**src/rtl/clk_period_meter.sv**
```systemverilog
// clk_period_meter
//   Measures the period and high time of an asynchronous input signal in
//   units of clk cycles.
//
//   Ports:
//     clk        system clock, all logic on its rising edge
//     rst        asynchronous active-high reset
//     en         measurement enable (synchronous to clk)
//     sig_in     measured signal, asynchronous to clk
//     period     last measured period in clk cycles
//     high_time  last measured high time in clk cycles
//     meas_valid one-cycle pulse when period/high_time update
//     timeout    sticky: no rising edge seen within TIMEOUT cycles
//
//   state | meaning
//   IDLE  | disabled, counters cleared, results held
//   ARM   | waiting for the first rise of a new measurement
//   MEAS  | counting between rises, results reported on every rise
module clk_period_meter #(
    parameter int CNT_W   = 16,
    parameter int TIMEOUT = 1000
) (
    input  logic             clk,
    input  logic             rst,
    input  logic             en,
    input  logic             sig_in,
    output logic [CNT_W-1:0] period,
    output logic [CNT_W-1:0] high_time,
    output logic             meas_valid,
    output logic             timeout
);

    typedef enum logic [1:0] {IDLE, ARM, MEAS} state_t;

    localparam logic [CNT_W-1:0] ONE    = CNT_W'(1);
    localparam logic [CNT_W-1:0] TO_CNT = CNT_W'(TIMEOUT);
    localparam logic [CNT_W-1:0] TO_ARM = CNT_W'(TIMEOUT - 1);

    state_t           state, state_nxt;
    logic             s1, s2, s3;
    logic             rise, fall;
    logic [CNT_W-1:0] cnt, cnt_nxt;
    logic [CNT_W-1:0] hcnt, hcnt_nxt;
    logic [CNT_W-1:0] high_lat, high_lat_nxt;
    logic             fall_seen, fall_seen_nxt;
    logic [CNT_W-1:0] period_nxt, high_time_nxt;
    logic             valid_nxt, timeout_nxt;

    assign rise = s2 & ~s3;
    assign fall = ~s2 & s3;

    always_ff @(posedge clk or posedge rst) begin
        if (rst) begin
            s1 <= 1'b0;
            s2 <= 1'b0;
            s3 <= 1'b0;
        end else begin
            s1 <= sig_in;
            s2 <= s1;
            s3 <= s2;
        end
    end

    always_ff @(posedge clk or posedge rst) begin
        if (rst) begin
            state      <= IDLE;
            cnt        <= '0;
            hcnt       <= '0;
            high_lat   <= '0;
            fall_seen  <= 1'b0;
            period     <= '0;
            high_time  <= '0;
            meas_valid <= 1'b0;
            timeout    <= 1'b0;
        end else begin
            state      <= state_nxt;
            cnt        <= cnt_nxt;
            hcnt       <= hcnt_nxt;
            high_lat   <= high_lat_nxt;
            fall_seen  <= fall_seen_nxt;
            period     <= period_nxt;
            high_time  <= high_time_nxt;
            meas_valid <= valid_nxt;
            timeout    <= timeout_nxt;
        end
    end

    always_comb begin
        state_nxt     = state;
        cnt_nxt       = cnt;
        hcnt_nxt      = hcnt;
        high_lat_nxt  = high_lat;
        fall_seen_nxt = fall_seen;
        period_nxt    = period;
        high_time_nxt = high_time;
        valid_nxt     = 1'b0;
        timeout_nxt   = timeout;

        if (!en) begin
            state_nxt     = IDLE;
            cnt_nxt       = '0;
            hcnt_nxt      = '0;
            high_lat_nxt  = '0;
            fall_seen_nxt = 1'b0;
            timeout_nxt   = 1'b0;
        end else begin
            case (state)
                IDLE: begin
                    state_nxt = ARM;
                end
                ARM: begin
                    // cnt counts waiting cycles here; TIMEOUT edges in ARM flag a timeout
                    if (rise) begin
                        state_nxt     = MEAS;
                        cnt_nxt       = ONE;
                        hcnt_nxt      = ONE;
                        fall_seen_nxt = 1'b0;
                    end else if (cnt == TO_ARM) begin
                        timeout_nxt = 1'b1;
                        cnt_nxt     = '0;
                    end else begin
                        cnt_nxt = cnt + ONE;
                    end
                end
                MEAS: begin
                    // rise is checked first so an edge landing on cnt==TIMEOUT still reports
                    if (rise) begin
                        period_nxt    = cnt;
                        high_time_nxt = fall_seen ? high_lat : cnt;
                        valid_nxt     = 1'b1;
                        timeout_nxt   = 1'b0;
                        cnt_nxt       = ONE;
                        hcnt_nxt      = ONE;
                        fall_seen_nxt = 1'b0;
                    end else if (cnt == TO_CNT) begin
                        timeout_nxt = 1'b1;
                        state_nxt   = ARM;
                        cnt_nxt     = '0;
                        hcnt_nxt    = '0;
                    end else begin
                        cnt_nxt = cnt + ONE;
                        if (fall && !fall_seen) begin
                            high_lat_nxt  = hcnt;
                            fall_seen_nxt = 1'b1;
                        end else if (s2 && !fall_seen) begin
                            hcnt_nxt = hcnt + ONE;
                        end
                    end
                end
                default: begin
                    state_nxt = IDLE;
                end
            endcase
        end
    end

endmodule

```
**config.mk**
```make
export PLATFORM = sky130hd
export DESIGN_NAME = clk_period_meter
export DESIGN_NICKNAME = d
export VERILOG_FILES = /design/src/rtl/clk_period_meter.sv
export SDC_FILE = /design/constraint.sdc
export NUM_CORES = 1
export LEC_CHECK = 0
export CAP_MARGIN = 25
export CORE_MARGIN = 8
export CORE_UTILIZATION = 55
export CTS_BUF_LIST = sky130_fd_sc_hd__clkbuf_4
export DETAILED_ROUTE_END_ITERATION = 8
export HOLD_SLACK_MARGIN = 0.15
export PLACE_DENSITY_LB_ADDON = 0.3
export SYNTH_ARGS = -nofsm -noshare
export SYNTH_HDL_FRONTEND = slang
export SYNTH_SLANG_ARGS = --single-unit
```
**constraint.sdc**
```tcl
create_clock -name clk -period 7.8 [get_ports clk]
set_input_delay 0.78 -clock clk [delete_from_list [all_inputs] [get_ports clk]]
set_output_delay 0.78 -clock clk [all_outputs]
set_load 0.02 [all_outputs]
```
==> impl_metrics.yaml, run 1 <==
routing:
  wl_um: 9940
  ant_nets: 0
  post-route-drc-count: 0
  num_vias: 3425
  drt-wirelength-per-cell_um: 18.0
  vias_per_cell: 6.19
  drt_pass1_iterations: 5
  drtIter0Drc: 288
final_layout:
  mostFrequentLayoutCells: "88 x dfrtp_1, 65 x nand2_1, 37 x clkdlybuf4s50_1"
  final_cell_area_sq_mm: 0.00479
  final_common_cell: "dfrtp_1"
  diodes: 0
  final_cells: 553
  drive_gt1_share_pct: 7.76
  final_util_pct: 62.3
  fin_nets: 453
  syn2layout_area_growth_pct: 10.9
global_route:
  grt_pass1_vias: 3281
  antenna_found_initial: 0
  grt_use_total_pct: 18.5
  grt_max_degree: 62
  grt_pass1_wl_um: 16800
  grt_remaining_overflow: 0
pwr:
  powerDensity_mw_per_mm2: 159
  p_leak_nw: 1.95
  power_uw: 760
  max-vdd-ir-drop_uv: 97.3
sta:
  slew_headroom_pct: 29.7
  finalSetupViolCount: 0
  slew_viol_final: 0
  max_freq_mhz: 322
  hold_viol: 0
  layout_setup_ws_ps: 4690
  setup_tns_ps: 0
  skew_ps: 10.6
  period_needed_ps: 3110
  fin_crit_sh_pct: 39.8
  rsz0062_at_grt: "no"
  hold_ws_ps: 370
  worstMarginPinSlew_ps: 1050
placed_design:
  dp_hpwl_um: 7040
  place_inst: 537
  port_buffers: 37
  placedInstanceArea_sq_mm: 0.00468
  place_congestion: 0.879
  pre_cts_ws_ps: 4300
worst_setup_path:
  worst_ep_arrival_time_ps: 3450
  ff2ff_path_depth: 5
  end_kind: "flip-flop"
  critical_path_class: "in -> reg"
  cp_max_fo: 24
  cp-start-kind: "input port"
  cp.required_ps: 8140
clocking:
  cts_tree: "done"
  hold_buffers: 0
  cts_max_level: 3
  cts_root_buf: "clkbuf_4"
  cts.sinks: 88
  path_clk_slew_ps: 140
  worstSkewPairLatency_ps: 430
  cts_resized: 0
  clockBufferDepth: 2
  numCtsBuffers: 9
  post_cts_buffers: 0
floorplan:
  ios: 38
  die_area_sq_mm: 0.0109
  die_x_um: 105
  initial_utilization_pct: 56.2
  die_h_um: 105
  rows: 32
  coreArea_sq_mm: 0.00769
worst_hold_path:
  whs_path_depth: 0
  hold_class: "reg -> reg"
outcome:
  outcome: "finished clean"
synth:
  yosysWarningCount: 0
  seq_area_frac_synth_pct: 51.0
  synth_cell_types: 67
  synth_edf_count: 0
  syn_nets: 434
  syn_inst: 427
  async_flop_share_pct: 100
  synthFlopType: "dfrtp_1"
  synth_seq_cells: 88
  synth_area_sq_mm: 0.00432
  syn_area_per_cell_sq_um: 10.1
flow_run:
  drv_cap: 0
==> synthesized netlist by cell type, types with 3 or more instances <==
library cell / instances / area [sq um]
a21oi_1: 17 / 85.1
nand2b_1: 5 / 31.3
buf_2: 4 / 20.0
o22ai_1: 3 / 18.8
nand4b_1: 4 / 35.0
a31oi_1: 6 / 37.5
nand2_1: 65 / 244
nand3_1: 14 / 70.1
nand3b_1: 4 / 30.0
nand4_1: 12 / 75.1
o211ai_1: 5 / 37.5
clkbuf_1: 21 / 78.8
inv_1: 13 / 48.8
buf_6: 3 / 33.8
ha_1: 3 / 37.5
and2_1: 3 / 18.8
a22o_1: 16 / 140
a211oi_1: 4 / 30.0
mux2i_1: 18 / 180
dfrtp_1: 88 / 2200
and4_1: 4 / 35.0
o31ai_1: 6 / 45.0
a22oi_1: 6 / 45.0
o21ai_0: 28 / 140
or4_1: 5 / 37.5
nor2_1: 3 / 11.3
and3_1: 5 / 31.3
xnor2_1: 9 / 78.8
or2_2: 3 / 18.8
==> sequential cells by signal, summed over array words and instances (netlist names) <==
name        count
timeout         1
high_lat       16
state           2
s3              1
s1              1
hcnt           16
s2              1
meas_valid      1
cnt            16
period         16
fall_seen       1
high_time      16
==> where the power goes <==
| part | total [mW] | internal [mW] | leakage, nW | switching, mW |
|---|---|---|---|---|
| Clock | 0.218 | 0.0670 | 0.0575 | 0.151 |
| Combinational | 0.0665 | 0.0224 | 0.679 | 0.0441 |
| Sequential | 0.475 | 0.464 | 1.21 | 0.0112 |
==> cells by family (layout without fill, tap and decap cells) <==
kind of cell / Yosys count / count (layout) / share of synthesized area [%]
buffers and inverters: 45 / 69 / 4.87
xor gates and xnor gates: 10 / 10 / 2.03
and+or+nand+nor: 146 / 146 / 18.3
adders and majority gates: 3 / 3 / 0.869
muxes: 20 / 20 / 4.69
AOI/OAI and AO/OA: 115 / 115 / 18.2
DFF: 88 / 88 / 51.0
==> layer usage <==
metal,wire [um],track usage (%),up-vias
met3,497,3.44,13
li1,-,-,1596
met5,0,0,-
met2,4670,28.3,105
met1,4610,25.7,1711
met4,165,7.03,0
==> final timing paths <==
path / from / endpoint / slack [ps]
worst max-delay path: en / hcnt[12] / 4690
worst min-delay path: s1 / s2 / 370
worst max register to register: cnt[11] / high_lat[9] / 4810
worst min register to register: s1 / s2 / 370
max in group asynchronous: rst / hcnt[15] / 6050
min in group asynchronous: rst / cnt[2] / 660
==> worst max-delay path, stage by stage <==
cell and delay, ps:
clkdlybuf4s50_1 990, nand3b_1 270, nor2_1 680, a21oi_1 360
nor4_1 360
==> area by class of cell <==
type / count / area (sq um)
fillers: 661 / 2900
flip-flops and latches: 88 / 2200
multi-input cells: 294 / 1910
repair buffers: 40 / 393
well taps: 102 / 128
clock buffers: 10 / 75.1
inverters: 13 / 50.0
clock inverters: 6 / 36.3
Power figures use the tool's default switching activity.
==> inputs of run 2 (changes only) <==
- CORE_UTILIZATION: 55 -> 54
- clock period: 7.8 -> 2.7 ns (I/O delays scaled with it)
==> run 2 against run 1 <==
Against the previous run:
- critical path type is now reg -> reg
- cell count rose by 1.6%
- largest power group unchanged
- clock power rose to 3.2 times the previous value
- non-clock buffer count rose by 9
- global-route usage barely moved
- flip-flop and latch count did not move
- setup slack got worse by 4400 ps
==> impl_metrics.yaml, run 2 (synthesized netlist as in run 1, its figures left out) <==
routing:
  num_vias: 3484
  drtIter0Drc: 223
  drt-wirelength-per-cell_um: 17.7
  vias_per_cell: 6.20
  wl_um: 9930
  drt_pass1_iterations: 5
  post-route-drc-count: 0
  ant_nets: 0
worst_setup_path:
  critPathMaxStageDelay_ps: 670
  cp.required_ps: 3040
  crit_buf_inv: 1
  crit_start: "cnt[10]"
  worstSetupEndpoint: "high_lat[2]"
  rr_endpoint: "high_lat[2]"
  ff2ff_path_depth: 5
  end_kind: "flip-flop"
  ff2ff_setup_slack_ps: 240
  reg2reg_from: "cnt[10]"
  worst_ep_arrival_time_ps: 2800
  cp_top_family: "simple AND/OR/NAND/NOR gates"
  cp.depth: 5
  cp-start-kind: "flip-flop"
  critical_path_class: "reg -> reg"
  crit_chain: "nor4_1 > nand4_1 > buf_4 > and3_1 > a22o_1"
  cp_max_fo: 17
  crit_slowest_cell: "nor4_1"
clocking:
  cts.sinks: 88
  cts_max_level: 3
  clockBufferDepth: 2
  cts_root_buf: "clkbuf_4"
  path_clk_slew_ps: 150
  numCtsBuffers: 9
  post_cts_buffers: 0
  worstSkewPairLatency_ps: 450
  cts_tree: "done"
final_layout:
  mostFrequentLayoutCells: "88 x dfrtp_1, 65 x nand2_1, 37 x clkdlybuf4s50_1"
  final_common_cell: "dfrtp_1"
  nFillCells: 630
  final_cell_area_sq_mm: 0.00489
  diodes: 0
  drive_gt1_share_pct: 9.78
  syn2layout_area_growth_pct: 13.3
  fin_nets: 462
  final_cells: 562
sta:
  hold_viol: 0
  skew_ps: 25.3
  fin_crit_sh_pct: 90.9
  period_needed_ps: 2460
  max_freq_mhz: 407
  rsz0062_at_grt: "no"
  worstMarginPinSlew_ps: 973
  slew_headroom_pct: 34.7
  slew_viol_final: 0
  setup_tns_ps: 0
  finalSetupViolCount: 0
global_route:
  grt_use_total_pct: 18.6
  grt_remaining_overflow: 0
  grt_max_degree: 61
  grt_pass1_wl_um: 17100
  antenna_found_initial: 0
  grt_pass1_vias: 3389
pwr:
  max-vdd-ir-drop_uv: 278
  p_leak_nw: 2.01
  powerDensity_mw_per_mm2: 466
floorplan:
  rows: 32
  coreArea_sq_mm: 0.00773
  die_area_sq_mm: 0.0111
  die_x_um: 105
  initial_utilization_pct: 55.9
  die_h_um: 105
  ios: 38
flow_run:
  drv_cap: 0
placed_design:
  place_congestion: 0.851
  port_buffers: 37
  place_inst: 545
  dp_hpwl_um: 7060
  placedInstanceArea_sq_mm: 0.00475
worst_hold_path:
  hold_start: "sig_in"
  hold_class: "in -> reg"
outcome:
  outcome: "finished clean"
-- run 2: per-stage QoR --
stage	total power, mW	utilization, %	hold WS (ps)	setup slack (ps)
floorplan	1.53	-	301	151
global placement	1.59	61.5	342	454
detailed placement	1.60	61.5	342	321
CTS	2.30	63.3	253	276
global route	2.38	63.3	247	102
finish	2.28	63.3	259	245
-- run 2: worst min-delay path by stage --
stage,slack [ps],end,depth (start not counted)
after floorplan,300,s1,0
after global routing,250,s1,1
after global placement,340,s2,0
after detailed placement,340,s2,0
after CTS,250,s1,1
final,260,s1,1
-- run 2: layout make-up --
cell class              instances  area, sq um  share of cell area (%)
clock buffers                   9         67.6                    1.38
clock inverters                 7         63.8                    1.30
inverters                      13         50.0                    1.02
multi-input cells             294         1910                    39.0
flip-flops and latches         88         2200                    45.0
well taps                     102          128                    2.61
repair buffers                 49          475                    9.72
-- run 2: timing repair --
action	4_1_cts	5_1_grt
endpoints found under the setup margin	0	0
hold buffers	1	0
gates resized for setup	0	0
hold endpoints to repair	9	0
-- run 2: power by group --
| group | total [mW] | switching (mW) | internal (mW) |
|---|---|---|---|
| sequential | 1.37 | 0.0309 | 1.34 |
| combinational | 0.203 | 0.132 | 0.0709 |
| clock | 0.703 | 0.497 | 0.207 |
| total | 2.28 | 0.660 | 1.62 |
-- run 2: layer usage --
layer / global-route usage, % / wire length (um)
met1: 25.9 / 4640
met5: 0 / 0
met2: 27.6 / 4560
met3: 3.65 / 559
met4: 7.75 / 171
==> inputs of run 3 (changes only) <==
- CORE_UTILIZATION: 54 -> 28
- TNS_END_PERCENT: default -> 20
==> run 3 against run 2 <==
Against the previous run:
- power rose by 3.0%
- sequential share of layout area fell by 1.2 points
- worst hold slack worse by 9.8 ps
- design area rose by 2.8%
- critical endpoint is now hcnt[12]
- critical path type unchanged
- register-to-register slack better by 130 ps
- maximum frequency increased by 5.8%
==> impl_metrics.yaml, run 3 (synthesized netlist as in run 1, its figures left out) <==
final_layout:
  mostFrequentLayoutCells: "88 x dfrtp_1, 65 x nand2_1, 37 x clkdlybuf4s50_1"
  final_common_cell: "dfrtp_1"
  final_cells: 651
  final_cell_area_sq_mm: 0.00503
  syn2layout_area_growth_pct: 16.4
  fin_nets: 465
  nFillCells: 1548
  drive_gt1_share_pct: 10.4
  diodes: 0
sta:
  hold_viol: 0
  skew_ps: 18.9
  setup_tns_ps: 0
  period_needed_ps: 2320
  layout_setup_ws_ps: 379
  fin_crit_sh_pct: 86.0
  rsz0062_at_grt: "no"
  slew_viol_final: 0
  max_freq_mhz: 431
  hold_ws_ps: 249
  worstMarginPinSlew_ps: 923
  finalSetupViolCount: 0
  slew_headroom_pct: 38.1
clocking:
  cts_root_buf: "clkbuf_4"
  worstSkewPairLatency_ps: 460
  numCtsBuffers: 9
  cts_resized: 0
  cts_tree: "done"
  cts.sinks: 88
  clockBufferDepth: 2
  post_cts_buffers: 0
  path_clk_slew_ps: 150
  hold_buffers: 0
  cts_max_level: 3
global_route:
  grt_use_total_pct: 11.2
  grt_remaining_overflow: 0
  grt_max_degree: 48
  grt_pass1_vias: 3313
  antenna_found_initial: 0
  grt_pass1_wl_um: 17900
floorplan:
  die_h_um: 140
  initial_utilization_pct: 28.5
  die_area_sq_mm: 0.0197
  die_x_um: 140
  ios: 38
  coreArea_sq_mm: 0.0151
  rows: 45
routing:
  drt_pass1_iterations: 5
  wl_um: 10700
  drtIter0Drc: 344
  ant_nets: 0
  post-route-drc-count: 0
  drt-wirelength-per-cell_um: 16.4
  num_vias: 3446
  vias_per_cell: 5.29
worst_setup_path:
  worstSetupEndpoint: "hcnt[12]"
  worst_ep_arrival_time_ps: 2660
  cp-start-kind: "flip-flop"
  ff2ff_path_depth: 5
  cp_max_fo: 6
  critical_path_class: "reg -> reg"
  crit_start: "cnt[15]"
  rr_endpoint: "hcnt[12]"
  ff2ff_setup_slack_ps: 380
  cp.required_ps: 3040
  end_kind: "flip-flop"
  reg2reg_from: "cnt[15]"
flow_run:
  drv_cap: 0
placed_design:
  pre_cts_ws_ps: 409
  placedInstanceArea_sq_mm: 0.00489
  port_buffers: 37
  dp_hpwl_um: 7710
  place_inst: 635
  place_congestion: 0.796
worst_hold_path:
  hold_class: "in -> reg"
pwr:
  max-vdd-ir-drop_uv: 282
  p_leak_nw: 2.02
  powerDensity_mw_per_mm2: 467
outcome:
  outcome: "finished clean"
==> run 3: changes by cell type in the layout (fill, tap and decap cells not counted) <==
cell | before | now
clkinv_8 | 1 | 0
bufinv_16 | 0 | 1
dlygate4sd3_1 | 1 | 0
clkinvlp_4 | 1 | 2
buf_4 | 10 | 14
inv_6 | 3 | 1
clkinv_1 | 0 | 1
==> run 3: power breakdown <==
part	switching [mW]	total, mW	internal [mW]
Clock	0.484	0.766	0.282
Combinational	0.137	0.211	0.0735
Sequential	0.0303	1.37	1.34
==> run 3: through the flow <==
step | util [%] | power, mW
3_5_place_dp | 32.3 | 1.61
2_1_floorplan | - | 1.53
4_1_cts | 33.2 | 2.38
3_3_place_gp | 32.3 | 1.60
5_1_grt | 33.2 | 2.46
6_report | 33.2 | 2.35
==> run 3: layer usage <==
layer	vias to the layer above	part of all wire, %	track usage, %
met5	-	0	0
met4	0	1.4	4.29
met3	15	6.2	3.16
met2	94	44	16.2
met1	1709	48	15.5
li1	1628	-	-
==> run 3: how the worst min path moves through the flow <==
| stage | startpoint | slack [ps] | depth (start not counted) | to |
|---|---|---|---|---|
| final | sig_in | 250 | 1 | s1 |
| after global placement | s1 | 340 | 0 | s2 |
| after detailed placement | s1 | 330 | 0 | s2 |
| after floorplan | sig_in | 300 | 0 | s1 |
| after global routing | sig_in | 240 | 1 | s1 |
| after CTS | sig_in | 200 | 1 | s1 |
==> run 3: critical path: stages (launching register included) <==
cell and delay, ps:
dfrtp_1 490, nor4bb_1 580, nand4_1 280, buf_4 230
a21oi_1 470, nor4_1 130
==> run 3: area by class of cell <==
cell class                      instances  area [sq um]  area share, %
Clock buffer                            9          67.6           1.34
Multi-Input combinational cell        294          1910           37.9
Timing Repair Buffer                   52           495           9.86
Inverter                               13          50.0          0.996
Clock inverter                          7          71.3           1.42
Sequential cell                        88          2200           43.8
Tap cell                              188           235           4.68
